===== src/rtl/n101_queue_param.sv =====
// Parametrised ready/valid FIFO: power-of-two depth, synchronous flush,
// almost-full/empty flags, high-water mark and optional empty-queue bypass.
module n101_queue_param #(
  parameter int DW         = 8,
  parameter int DEPTH      = 8,
  parameter int AFULL_THR  = DEPTH - 1,
  parameter int AEMPTY_THR = 1,
  parameter int FLOW       = 0,
  localparam int AW        = $clog2(DEPTH)
) (
  input  logic          clock,
  input  logic          reset_n,
  input  logic          flush,
  output logic          enq_ready,
  input  logic          enq_valid,
  input  logic [DW-1:0] enq_bits,
  input  logic          deq_ready,
  output logic          deq_valid,
  output logic [DW-1:0] deq_bits,
  output logic [AW:0]   count,
  output logic          almost_full,
  output logic          almost_empty,
  input  logic          hwm_clr,
  output logic [AW:0]   hwm
);

  localparam logic [AW:0] AF_THR = (AW+1)'(AFULL_THR);
  localparam logic [AW:0] AE_THR = (AW+1)'(AEMPTY_THR);

  logic [DW-1:0] mem_q [DEPTH];
  logic [AW-1:0] wptr_q, wptr_d, rptr_q, rptr_d;
  logic          maybe_full_q, maybe_full_d;
  logic [AW:0]   hwm_q, hwm_d, count_d;
  logic          ptr_match, empty, full, bypass;
  logic          do_enq, do_deq, wr_en, rd_en;

  always_comb begin
    ptr_match = (wptr_q == rptr_q);
    empty     = ptr_match & ~maybe_full_q;
    full      = ptr_match & maybe_full_q;
    bypass    = (FLOW != 0) & empty & ~flush;

    enq_ready = ~full & ~flush;
    deq_valid = ~flush & (~empty | (bypass & enq_valid));
    deq_bits  = bypass ? enq_bits : mem_q[rptr_q];

    do_enq = enq_valid & enq_ready;
    do_deq = deq_valid & deq_ready;
    // A bypassed transfer touches neither storage nor pointers.
    wr_en  = do_enq & ~(bypass & do_deq);
    rd_en  = do_deq & ~bypass;

    wptr_d       = flush ? '0 : wptr_q + AW'(wr_en);
    rptr_d       = flush ? '0 : rptr_q + AW'(rd_en);
    maybe_full_d = flush ? 1'b0 : ((wr_en != rd_en) ? wr_en : maybe_full_q);

    count   = {maybe_full_q & ptr_match, wptr_q - rptr_q};
    count_d = {maybe_full_d & (wptr_d == rptr_d), wptr_d - rptr_d};

    almost_full  = (count >= AF_THR);
    almost_empty = (count <= AE_THR);

    // Tracks post-edge occupancy so the mark includes this cycle's enqueue.
    if (hwm_clr)              hwm_d = count_d;
    else if (count_d > hwm_q) hwm_d = count_d;
    else                      hwm_d = hwm_q;
  end

  assign hwm = hwm_q;

  always_ff @(posedge clock or negedge reset_n) begin
    if (!reset_n) begin
      wptr_q       <= '0;
      rptr_q       <= '0;
      maybe_full_q <= 1'b0;
      hwm_q        <= '0;
    end else begin
      wptr_q       <= wptr_d;
      rptr_q       <= rptr_d;
      maybe_full_q <= maybe_full_d;
      hwm_q        <= hwm_d;
    end
  end

  always_ff @(posedge clock) begin
    if (wr_en) mem_q[wptr_q] <= enq_bits;
  end

endmodule


===== config.mk =====
export PLATFORM = sky130hd
export DESIGN_NAME = n101_queue_param
export DESIGN_NICKNAME = d
export VERILOG_FILES = /design/src/rtl/n101_queue_param.sv
export SDC_FILE = /design/constraint.sdc
export NUM_CORES = 1
export LEC_CHECK = 0
export ABC_AREA = 1
export BUFFER_PORTS_ARGS = -buffer_cell sky130_fd_sc_hd__buf_4
export CAP_MARGIN = 10
export CORE_AREA = 5 5 105 107
export DETAILED_ROUTE_END_ITERATION = 10
export DIE_AREA = 0 0 110 112
export GPL_TIMING_DRIVEN = 0
export SYNTH_ARGS = -nofsm -noshare
export SYNTH_HDL_FRONTEND = slang
export SYNTH_SLANG_ARGS = --single-unit

===== constraint.sdc =====
create_clock -name clock -period 11.07 [get_ports clock]
set_input_delay 1.107 -clock clock [delete_from_list [all_inputs] [get_ports clock]]
set_output_delay 1.107 -clock clock [all_outputs]
set_load 0.01 [all_outputs]

==> results of run 1 <==
==> synth_stat cells <==
master    count  area (sq um)
nor2_4        1          11.3
dfrtp_1      11           275
buf_1         1          3.75
o21bai_1      1          7.51
nor2_8        1          20.0
a21oi_1       2          10.0
clkbuf_1      7          26.3
buf_4         1          7.51
edfxtp_1     64          1920
nand2_2       2          12.5
o21ai_1      16          80.1
and3_1        1          6.26
or2_1         1          6.26
nor3_1        1          5.00
nor2_2        2          12.5
inv_1        21          78.8
fa_1          2          40.0
nor2_1       45           169
nand2_1      60           225
xor2_1        1          8.76
o22ai_1      16           100
nand2_4       5          56.3
nand4_1       2          12.5
nand3_1       4          20.0
o21ai_0      19          95.1
buf_6         1          11.3
inv_4         1          6.26
inv_2        10          37.5
ha_1         12           150
==> layout make-up <==
type | count | area (sq um) | share of cell area
Multi-Input combinational cell | 194 | 1050 | 0.258
Tap cell | 136 | 170 | 0.0419
Clock buffer | 10 | 128 | 0.0314
Clock inverter | 6 | 96.3 | 0.0237
Inverter | 32 | 123 | 0.0302
Buffer | 10 | 48.8 | 0.0120
Sequential cell | 75 | 2200 | 0.541
Timing Repair Buffer | 33 | 248 | 0.0610
==> where the power goes <==
group	leakage [uW]	switching, uW	internal [uW]	total (uW)
Sequential	0.000726	6.72	316	322
Combinational	0.000840	68.6	47.4	116
Clock	0.000109	106	130	235
Total	0.00167	181	493	674
==> flip-flops by register name, summed over array words and instances, names as in the netlist <==
register	cells
maybe_full_q	1
mem_q	64
rptr_q	3
wptr_q	3
hwm	4
==> worst paths after layout <==
| check | slack [ps] | depth (start not counted) | end |
|---|---|---|---|
| max in group asynchronous | 10330 | 1 | rptr_q[2] |
| worst max-delay path | 6710 | 26 | hwm[0] |
| worst min-delay path | 530 | 2 | hwm[3] |
| worst max register to register | 6710 | 26 | hwm[0] |
| worst min register to register | 530 | 2 | hwm[3] |
| min in group asynchronous | 580 | 1 | hwm[2] |
==> metrics by stage <==
stage	util	total power, uW	std cells
final	0.404	674	496
after global routing	0.404	709	496
after CTS	0.404	679	496
after detailed placement	0.382	446	480
after global placement	0.382	443	480
after floorplan	-	399	311
==> metal layers <==
metal  vias to the layer above  routed length [um]  track usage
li1                       1147                   -            -
met2                        62                3840        0.225
met5                         -                   0            0
met1                      1120                3240        0.168
met4                         0                 128       0.0407
met3                        12                 364       0.0325
==> logic make-up after synthesis <==
logic type                 count (synthesis)
AOI/OAI and AO/OA                         54
xor gates and xnor gates                   1
adders and majority gates                 14
buffers and inverters                     42
DFF                                       75
and+or+nand+nor                          125
==> critical path, delay by kind of cell (launching register included) <==
family | cells | cell delay (ps)
fa+ha+maj | 5 | 1470
simple gates | 13 | 1150
buf+inv | 7 | 1020
flops | 1 | 520
compound gates | 1 | 60
==> placed cells by master (no fill, tap or decap), types with 9 or more instances in the layout <==
cell,instances
dfrtp_1,11
ha_1,12
o21ai_1,16
o21ai_0,19
o22ai_1,16
edfxtp_1,64
nand2_1,60
clkbuf_8,9
inv_2,10
inv_1,21
nor2_1,45
buf_4,34
==> metrics.md, run 1 <==
| Metric | Value |
|---|---|
| First-pass GRT wire length | `12400 um` |
| Crit end category | `register` |
| Final hold slack | `530 ps` |
| Vias/cell | `between 4 and 5` |
| Unrepaired setup endpoints after global routing | `no` |
| Area post-placement | `3830 sq um` |
| Grt ovf | `0` |
| Tightest Hold Check Type | `reg -> reg` |
| Worst Setup SP | `rptr_q[1]` |
| Fill count | `972` |
| Register bit count reported by yosys | `75` |
| Syn Inst Count | `roughly 310` |
| CTS root buf | `clkbuf_8` |
| CP required | `around 11000 ps` |
| Status | `finished, final reports clean` |
| Worst slew pin tran | `slightly below 1000 ps` |
| Period minus WS final | `~4400 ps` |
| Initial DRC Count | `between 150 and 200` |
| Clk sink count | `75` |
| Largest net degree at the start of global routing | `15` |
| Worst-Skew Late Latency | `350 ps` |
| Arr. time, crit path | `roughly 4600 ps` |
| Type of origin of the critical path | `register` |
| Peak VDD IR | `approximately 0.092 mV` |
| Fmax | `230 MHz` |
| DR vias | `~2300` |
| # resized after CTS | `0` |
| Core ar. | `about 10000 sq um` |
| Routed wire length per instance | `between 15 and 20 um` |
| Synth warn | `0` |
| Synth Area in Compound Gates | `0.0857` |
| Post-DP HPWL | `roughly 5000 um` |
| Slew headroom | `0.350` |
| GP Congestion | `around 0.73` |
| Tcrit/Tclk final | `0.393` |
| Final hold viol count | `0` |
| P&R area growth vs syn | `18.8%` |
| Largest family of logic cells by synthesized area | `simple AND/OR/NAND/NOR gates` |
| CTS Hold Buffers Added | `0` |
| Setup Buffers After CTS | `0` |
| Initial core utilization | `0.340` |
| Syn Std Cell Area | `between 3000 and 4000 sq um` |
| Final WL | `approximately 7600 um` |
| Crit-path max FO | `11` |
| Hold path startpoint | `hwm[3]` |
| Routed Antenna Nets | `0` |
| Port buffer count | `33` |
| Syn nets | `between 300 and 400` |
| Cell mode on critical path | `nand2_1` |
| Clock buffer count from CTS | `9` |
| Slew Limit Fails | `0` |
| DRC viols | `0` |
| Design Area, Final | `4060 sq um` |
| CTS clk-pin slew, worst paths | `approximately 90 ps` |
| Max stage delay on crit path | `530 ps` |
| Pre-CTS setup slack | `between 6000 and 7000 ps` |
| Total GRT Usage | `0.133` |
| N_diodes | `0` |
| Sequential area share after synthesis | `0.643` |
| Initial antenna violation count | `0` |
| Synth Area in Simple Gates | `0.163` |
| Die Height | `~110 um` |
| Slowest stage cell on the critical path | `clkbuf_1` |
| Bufs on Longest Clock Path | `2` |
| Yosys cell types | `29` |
| Xor-xnor portion of the synthesized cell area | `0.00256` |
| Maxcap violations | `0` |
| Final nets | `383` |
| Clock Skew | `~16 ps` |
| Die area | `approximately 12000 sq um` |
| Portion of netlist area occupied by mux cells | `0` |
| Drt first pass iters | `5` |
| FP Rows | `37` |
| PnR worst setup slack | `between 6000 and 7000 ps` |
| CTS tree | `built` |
| Pwr dens | `166 nW/um^2` |
| DIE WIDTH | `110 um` |
| Final setup violation count | `0` |
| Synth Area in Adders | `0.0557` |
| R2R Path Start | `rptr_q[1]` |
| Leak | `0.00167 uW` |
| Vias in the first global route | `~2500` |
| Critical path type | `reg -> reg` |
| I/O pin count | `34` |
| H-tree depth | `3` |
| Synth Area per Inst | `between 10 and 15 sq um` |
| Share of cells above drive strength 1 | `0.200` |
| Setup TNS Final | `0 ps` |
(Power assumes the default switching activity.)
==> inputs of run 2 (changes only) <==
Clock period 11.07 ns to 3.9 ns, I/O delays scaled along.
==> run 2 against run 1 <==
Largest power group unchanged. Wire length fell by 0.32%. Critical path type unchanged. Global-route usage about the same. Worst setup slack got worse by 6400 ps. Final area grew 1.0%. Flip-flop and latch count stayed put.
==> metrics.md, run 2 (synthesis gave the netlist of run 1 again) <==
| Metric | Value |
|---|---|
| H-tree depth | `3 (unchanged)` |
| Worst-Skew Late Latency | `340 ps (was 350 ps)` |
| Most frequent cells in the layout | `64 x edfxtp_1, 59 x nand2_1, 45 x nor2_1 (was 64 x edfxtp_1, 60 x nand2_1, 45 x nor2_1)` |
| Vias in the first global route | `2473 (was 2469)` |
| Peak VDD IR | `0.260 mV (was 0.0921 mV)` |
| Most common cell after layout, fill and taps aside | `edfxtp_1 (unchanged)` |
| Unrepaired setup endpoints after global routing | `no (unchanged)` |
| Met3 Use GR | `0.0325 (unchanged)` |
| Final WL | `7550 um (was 7580 um)` |
| Die Height | `112 um (unchanged)` |
| Port buffer count | `33 (unchanged)` |
| P&R area growth vs syn | `20.0% (was 18.8%)` |
| GP Congestion | `0.731 (unchanged)` |
| Fmax | `280 MHz (was 230 MHz)` |
| Critical path type | `reg -> reg (unchanged)` |
| Post-DP HPWL | `5020 um (unchanged)` |
| Total GRT Usage | `0.134 (was 0.133)` |
| Die area | `12300 sq um (unchanged)` |
| CTS tree | `built (unchanged)` |
| Share of cells above drive strength 1 | `0.218 (was 0.200)` |
| Drt first pass iters | `4 (was 5)` |
| Largest register FFs | `64 (unchanged)` |
| Hold path startpoint | `flush (was hwm[3])` |
| Grt ovf | `0 (unchanged)` |
| PnR worst setup slack | `331 ps (was 6710 ps)` |
| Initial core utilization | `0.340 (unchanged)` |
| Slew headroom | `0.361 (was 0.350)` |
| Bufs on Longest Clock Path | `2 (unchanged)` |
| Internal power | `1400 uW (was 493 uW)` |
| Status | `finished, final reports clean (unchanged)` |
| Slew Limit Fails | `0 (unchanged)` |
| Initial antenna violation count | `0 (unchanged)` |
| Final hold slack | `218 ps (was 530 ps)` |
| Final hold viol count | `0 (unchanged)` |
| Arr. time, crit path | `3800 ps (was 4590 ps)` |
| DRC viols | `0 (unchanged)` |
| Tightest Hold Check Type | `in -> reg (was reg -> reg)` |
| Period minus WS final | `3570 ps (was 4360 ps)` |
| Tcrit/Tclk final | `0.915 (was 0.393)` |
| Core ar. | `10000 sq um (unchanged)` |
| Flip-flop and latch area | `2200 sq um (about the same)` |
| Pre-CTS setup slack | `-460 ps (was 6710 ps)` |
| Final nets | `386 (was 383)` |
| I/O pin count | `34 (unchanged)` |
| R2R Path Start | `rptr_q[1] (unchanged)` |
| Largest net degree at the start of global routing | `19 (was 15)` |
| Routed Antenna Nets | `0 (unchanged)` |
| Fill count | `969 (was 972)` |
| Reg power frac | `0.477 (was 0.478)` |
| Clock Skew | `14.1 ps (was 16.3 ps)` |
| Initial DRC Count | `147 (was 153)` |
| DR vias | `2336 (was 2341)` |
| Clk sink count | `75 (unchanged)` |
| First-pass GRT wire length | `12500 um (was 12400 um)` |
| Worst Setup SP | `rptr_q[1] (unchanged)` |
| GR peak layer | `met2 (unchanged)` |
| Clk pwr share | `0.348 (was 0.349)` |
| Met2 usage | `0.223 (was 0.225)` |
| Combinational Power Share | `0.176 (was 0.172)` |
| Sw Pwr | `514 uW (was 181 uW)` |
| Crit-path max FO | `18 (was 11)` |
| Final core utilization | `0.408 (was 0.404)` |
| Switching share of power | `0.268 (was 0.269)` |
| N_diodes | `0 (unchanged)` |
| Power consumption | `1920 uW (was 674 uW)` |
| Type of origin of the critical path | `register (unchanged)` |
| Final setup violation count | `0 (unchanged)` |
| Leak | `0.00169 uW (was 0.00167 uW)` |
| Worst slew pin tran | `955 ps (was 972 ps)` |
| DIE WIDTH | `110 um (unchanged)` |
| Maxcap violations | `0 (unchanged)` |
| Clock buffer count from CTS | `9 (unchanged)` |
| CP required | `4130 ps (was 11310 ps)` |
| Pwr dens | `468 nW/um^2 (was 166 nW/um^2)` |
| Routed wire length per instance | `15.1 um (was 15.3 um)` |
| CTS root buf | `clkbuf_8 (unchanged)` |
| FP Rows | `37 (unchanged)` |
| Setup TNS Final | `0 ps (unchanged)` |
| Biggest register | `mem_q (unchanged)` |
| CTS clk-pin slew, worst paths | `90 ps (about the same)` |
| GR Layer Usage met1 | `0.170 (was 0.168)` |
| Vias/cell | `4.68 (was 4.72)` |
| Multi-input gate area | `1050 sq um (about the same)` |
| Crit end category | `register (unchanged)` |
run 2: repair_timing:
item	4_1_cts	5_1_grt
hold buffers	1	0
gates cloned	0	0
resized for setup	2	4
endpoints found under the setup margin	4	4
setup buffers	0	3
hold endpoints to repair	11	0
run 2: critical path, cell delays in order (launching register included):
cell and delay, ps:
dfrtp_2 470, inv_6 110, ha_1 280, nand2_1 50, inv_2 70, nand2_4 60, nor2_4 120, inv_4 50
nand2_4 80, nor2_8 50, ha_1 180, ha_1 280, nand2_1 100, fa_2 380, or2_1 230, nand2_1 90
inv_1 50, ha_1 260, nand2_1 60, inv_2 50, nand2_1 40, nand2_1 50, nand2_1 50, nand2_2 100
inv_2 70, nand2_1 50, o21ai_1 60
run 2: worst paths after layout:
path,to,slack [ps],cells past startpoint
setup / recovery,hwm[0],330,26
hold / removal,rptr_q[0],220,2
min in group asynchronous,hwm[2],420,2
max in group asynchronous,rptr_q[1],3320,2
setup reg to reg,hwm[0],330,26
hold reg to reg,hwm[3],530,2
run 2: per-stage QoR:
step,instances,cell area (sq um)
after CTS,496,4070
after global placement,480,3830
final,499,4100
after global routing,499,4100
after detailed placement,480,3830
after floorplan,311,3420
run 2: per-layer routing:
metal	part of all wire	up-vias	routed length, um
met3	0.056	10	425
met4	0.017	0	125
met2	0.50	60	3760
li1	-	1156	-
met5	0	-	0
met1	0.43	1110	3240
run 2: power by group through the flow:
stage | Combinational (uW) | Sequential, uW | Clock (uW)
3_3_place_gp | 326 | 932 | 0
6_report | 337 | 914 | 667
4_1_cts | 337 | 915 | 676
3_5_place_dp | 333 | 934 | 0
5_1_grt | 383 | 919 | 717
2_1_floorplan | 196 | 936 | 0
run 2: final cells by class:
| type | instances | area share |
|---|---|---|
| plain buffers | 9 | 0.0110 |
| clock buffers | 10 | 0.0311 |
| clock inverters | 6 | 0.0235 |
| inverters | 32 | 0.0311 |
| multi-input cells | 194 | 0.257 |
| flip-flops and latches | 75 | 0.536 |
| well taps | 136 | 0.0415 |
| repair buffers | 37 | 0.0684 |
==> inputs of run 3 (changes only) <==
==> constraint.sdc (replaced) <==
create_clock -name clock -period 4 [get_ports clock]
set_input_delay 0.4 -clock clock [delete_from_list [all_inputs] [get_ports clock]]
set_output_delay 0.4 -clock clock [all_outputs]
set_load 0.02 [all_outputs]
==> run 3 against run 2 <==
Cell count fell by 0.40%. Fmax is 2.9% lower. Count of clock-buffer cells in the layout stayed put. Die area is the same. Critical path depth is the same. Core utilization fell by 0.20 points. Sequential share of layout area rose by 0.26 points. Critical path type unchanged.
==> metrics.md, run 3 (synthesis gave the netlist of run 1 again) <==
| Metric | Value |
|---|---|
| Status | `finished, final reports clean (unchanged)` |
| Final nets | `384 (was 386)` |
| Slew Limit Fails | `0 (unchanged)` |
| Vias/cell | `4.70 (was 4.68)` |
| CTS tree | `built (unchanged)` |
| Slew headroom | `0.347 (was 0.361)` |
| Final core utilization | `0.406 (was 0.408)` |
| P&R area growth vs syn | `19.4% (was 20.0%)` |
| Critical path type | `reg -> reg (unchanged)` |
| Maxcap violations | `0 (unchanged)` |
| Share of cells above drive strength 1 | `0.208 (was 0.218)` |
| Biggest register | `mem_q (unchanged)` |
| Dpl cells | `480 (unchanged)` |
| Slowest stage cell on the critical path | `dfrtp_2 (unchanged)` |
| Max stage delay on crit path | `470 ps (about the same)` |
| Total GRT Usage | `0.133 (was 0.134)` |
| Worst-Skew Late Latency | `340 ps (about the same)` |
| Fmax | `272 MHz (was 280 MHz)` |
| Crit-path max FO | `18 (unchanged)` |
| DR vias | `2335 (was 2336)` |
| CP required | `4230 ps (was 4130 ps)` |
| Bufs on Longest Clock Path | `2 (unchanged)` |
| Leak | `0.00168 uW (was 0.00169 uW)` |
| Port buffer count | `33 (unchanged)` |
| CTS clk-pin slew, worst paths | `90 ps (about the same)` |
| Fin cells | `497 (was 499)` |
| Post-DP HPWL | `5020 um (unchanged)` |
| DRC viols | `0 (unchanged)` |
| Type of origin of the critical path | `register (unchanged)` |
| Routed Antenna Nets | `0 (unchanged)` |
| Grt ovf | `0 (unchanged)` |
| Unrepaired setup endpoints after global routing | `no (unchanged)` |
| Clock Skew | `15.6 ps (was 14.1 ps)` |
| DIE WIDTH | `110 um (unchanged)` |
| Final hold viol count | `0 (unchanged)` |
| Most frequent cells in the layout | `64 x edfxtp_1, 60 x nand2_1, 45 x nor2_1 (was 64 x edfxtp_1, 59 x nand2_1, 45 x nor2_1)` |
| Tightest Hold Check Type | `in -> reg (unchanged)` |
| Largest net degree at the start of global routing | `19 (unchanged)` |
| Final WL | `7590 um (was 7550 um)` |
| Largest register FFs | `64 (unchanged)` |
| I/O pin count | `34 (unchanged)` |
| GP Congestion | `0.731 (unchanged)` |
| Drt first pass iters | `4 (unchanged)` |
| First-pass GRT wire length | `12400 um (was 12500 um)` |
| Clock buffer count from CTS | `9 (unchanged)` |
| Die Height | `112 um (unchanged)` |
| Initial core utilization | `0.340 (unchanged)` |
| Arr. time, crit path | `3910 ps (was 3800 ps)` |
| Tcrit/Tclk final | `0.919 (was 0.915)` |
| Vias in the first global route | `2482 (was 2473)` |
| Crit end category | `register (unchanged)` |
| FP Rows | `37 (unchanged)` |
| H-tree depth | `3 (unchanged)` |
| Peak VDD IR | `0.254 mV (was 0.260 mV)` |
| Die area | `12300 sq um (unchanged)` |
| Core ar. | `10000 sq um (unchanged)` |
| Most common cell after layout, fill and taps aside | `edfxtp_1 (unchanged)` |
| Cell mode on critical path | `nand2_1 (unchanged)` |
| Routed wire length per instance | `15.3 um (was 15.1 um)` |
| Fill count | `970 (was 969)` |
| Worst slew pin tran | `975 ps (was 955 ps)` |
| Period minus WS final | `3670 ps (was 3570 ps)` |
| Initial DRC Count | `158 (was 147)` |
| N_diodes | `0 (unchanged)` |
| Clk sink count | `75 (unchanged)` |
| CTS root buf | `clkbuf_8 (unchanged)` |
| Final setup violation count | `0 (unchanged)` |
| Pwr dens | `465 nW/um^2 (was 468 nW/um^2)` |
| Initial antenna violation count | `0 (unchanged)` |
-- run 3: cell types whose count changed in the layout (fill, tap and decap cells not counted), sizes merged --
cell  delta
buf      -2
-- run 3: timing repair --
action | in CTS | in global routing
buffers inserted | 0 | 1
hold buffers | 1 | 0
endpoints found under the setup margin | 4 | 4
gates cloned | 0 | 0
resized for setup | 1 | 4
endpoints found under the hold margin | 11 | 0
-- run 3: layout make-up --
class | count | area (sq um) | share of cell area
Buffer | 9 | 45.0 | 0.0110
Clock buffer | 10 | 128 | 0.0313
Clock inverter | 6 | 96.3 | 0.0236
Inverter | 32 | 128 | 0.0313
Multi-Input combinational cell | 194 | 1050 | 0.257
Sequential cell | 75 | 2200 | 0.539
Tap cell | 136 | 170 | 0.0417
Timing Repair Buffer | 35 | 265 | 0.0650
-- run 3: worst max-delay path: cells and delay by family (launching register included) --
kind	cells	cell delay (ps)
compound gates	1	60
fa+ha+maj	5	1430
buf+inv	6	410
flops	1	470
simple gates	14	1170
-- run 3: layer usage --
metal,global-route usage,wire (um),vias to the layer above
met1,0.167,3250,1121
met3,0.0330,324,12
li1,-,-,1150
met5,0,0,-
met2,0.223,3900,52
met4,0.0441,117,0
-- run 3: through the flow --
stage | total power [uW] | setup slack (ps) | TNS, ps | instance area (sq um) | hold slack [ps]
6_report | 1900 | 326 | 0 | 4080 | 230
5_1_grt | 1990 | 8.16 | 0 | 4080 | 228
4_1_cts | 1910 | 91.0 | 0 | 4070 | 216
3_5_place_dp | 1270 | -360 | -1380 | 3830 | 249
3_3_place_gp | 1260 | -303 | -1170 | 3830 | 247
2_1_floorplan | 1130 | 411 | 0 | 3420 | 104
-- run 3: worst paths after layout --
check,start,endpoint,slack [ps],depth (start not counted)
min,flush,rptr_q[0],230,2
max in group asynchronous,reset_n,rptr_q[1],3410,2
min in group asynchronous,reset_n,hwm[2],430,2
min reg2reg,hwm[3],hwm[3],530,2
max,rptr_q[1],hwm[0],330,26
max reg2reg,rptr_q[1],hwm[0],330,26
-- run 3: power breakdown --
part           internal [uW]  switching, uW
sequential               874           18.6
clock                    359            293
combinational            134            220
total                   1370            531
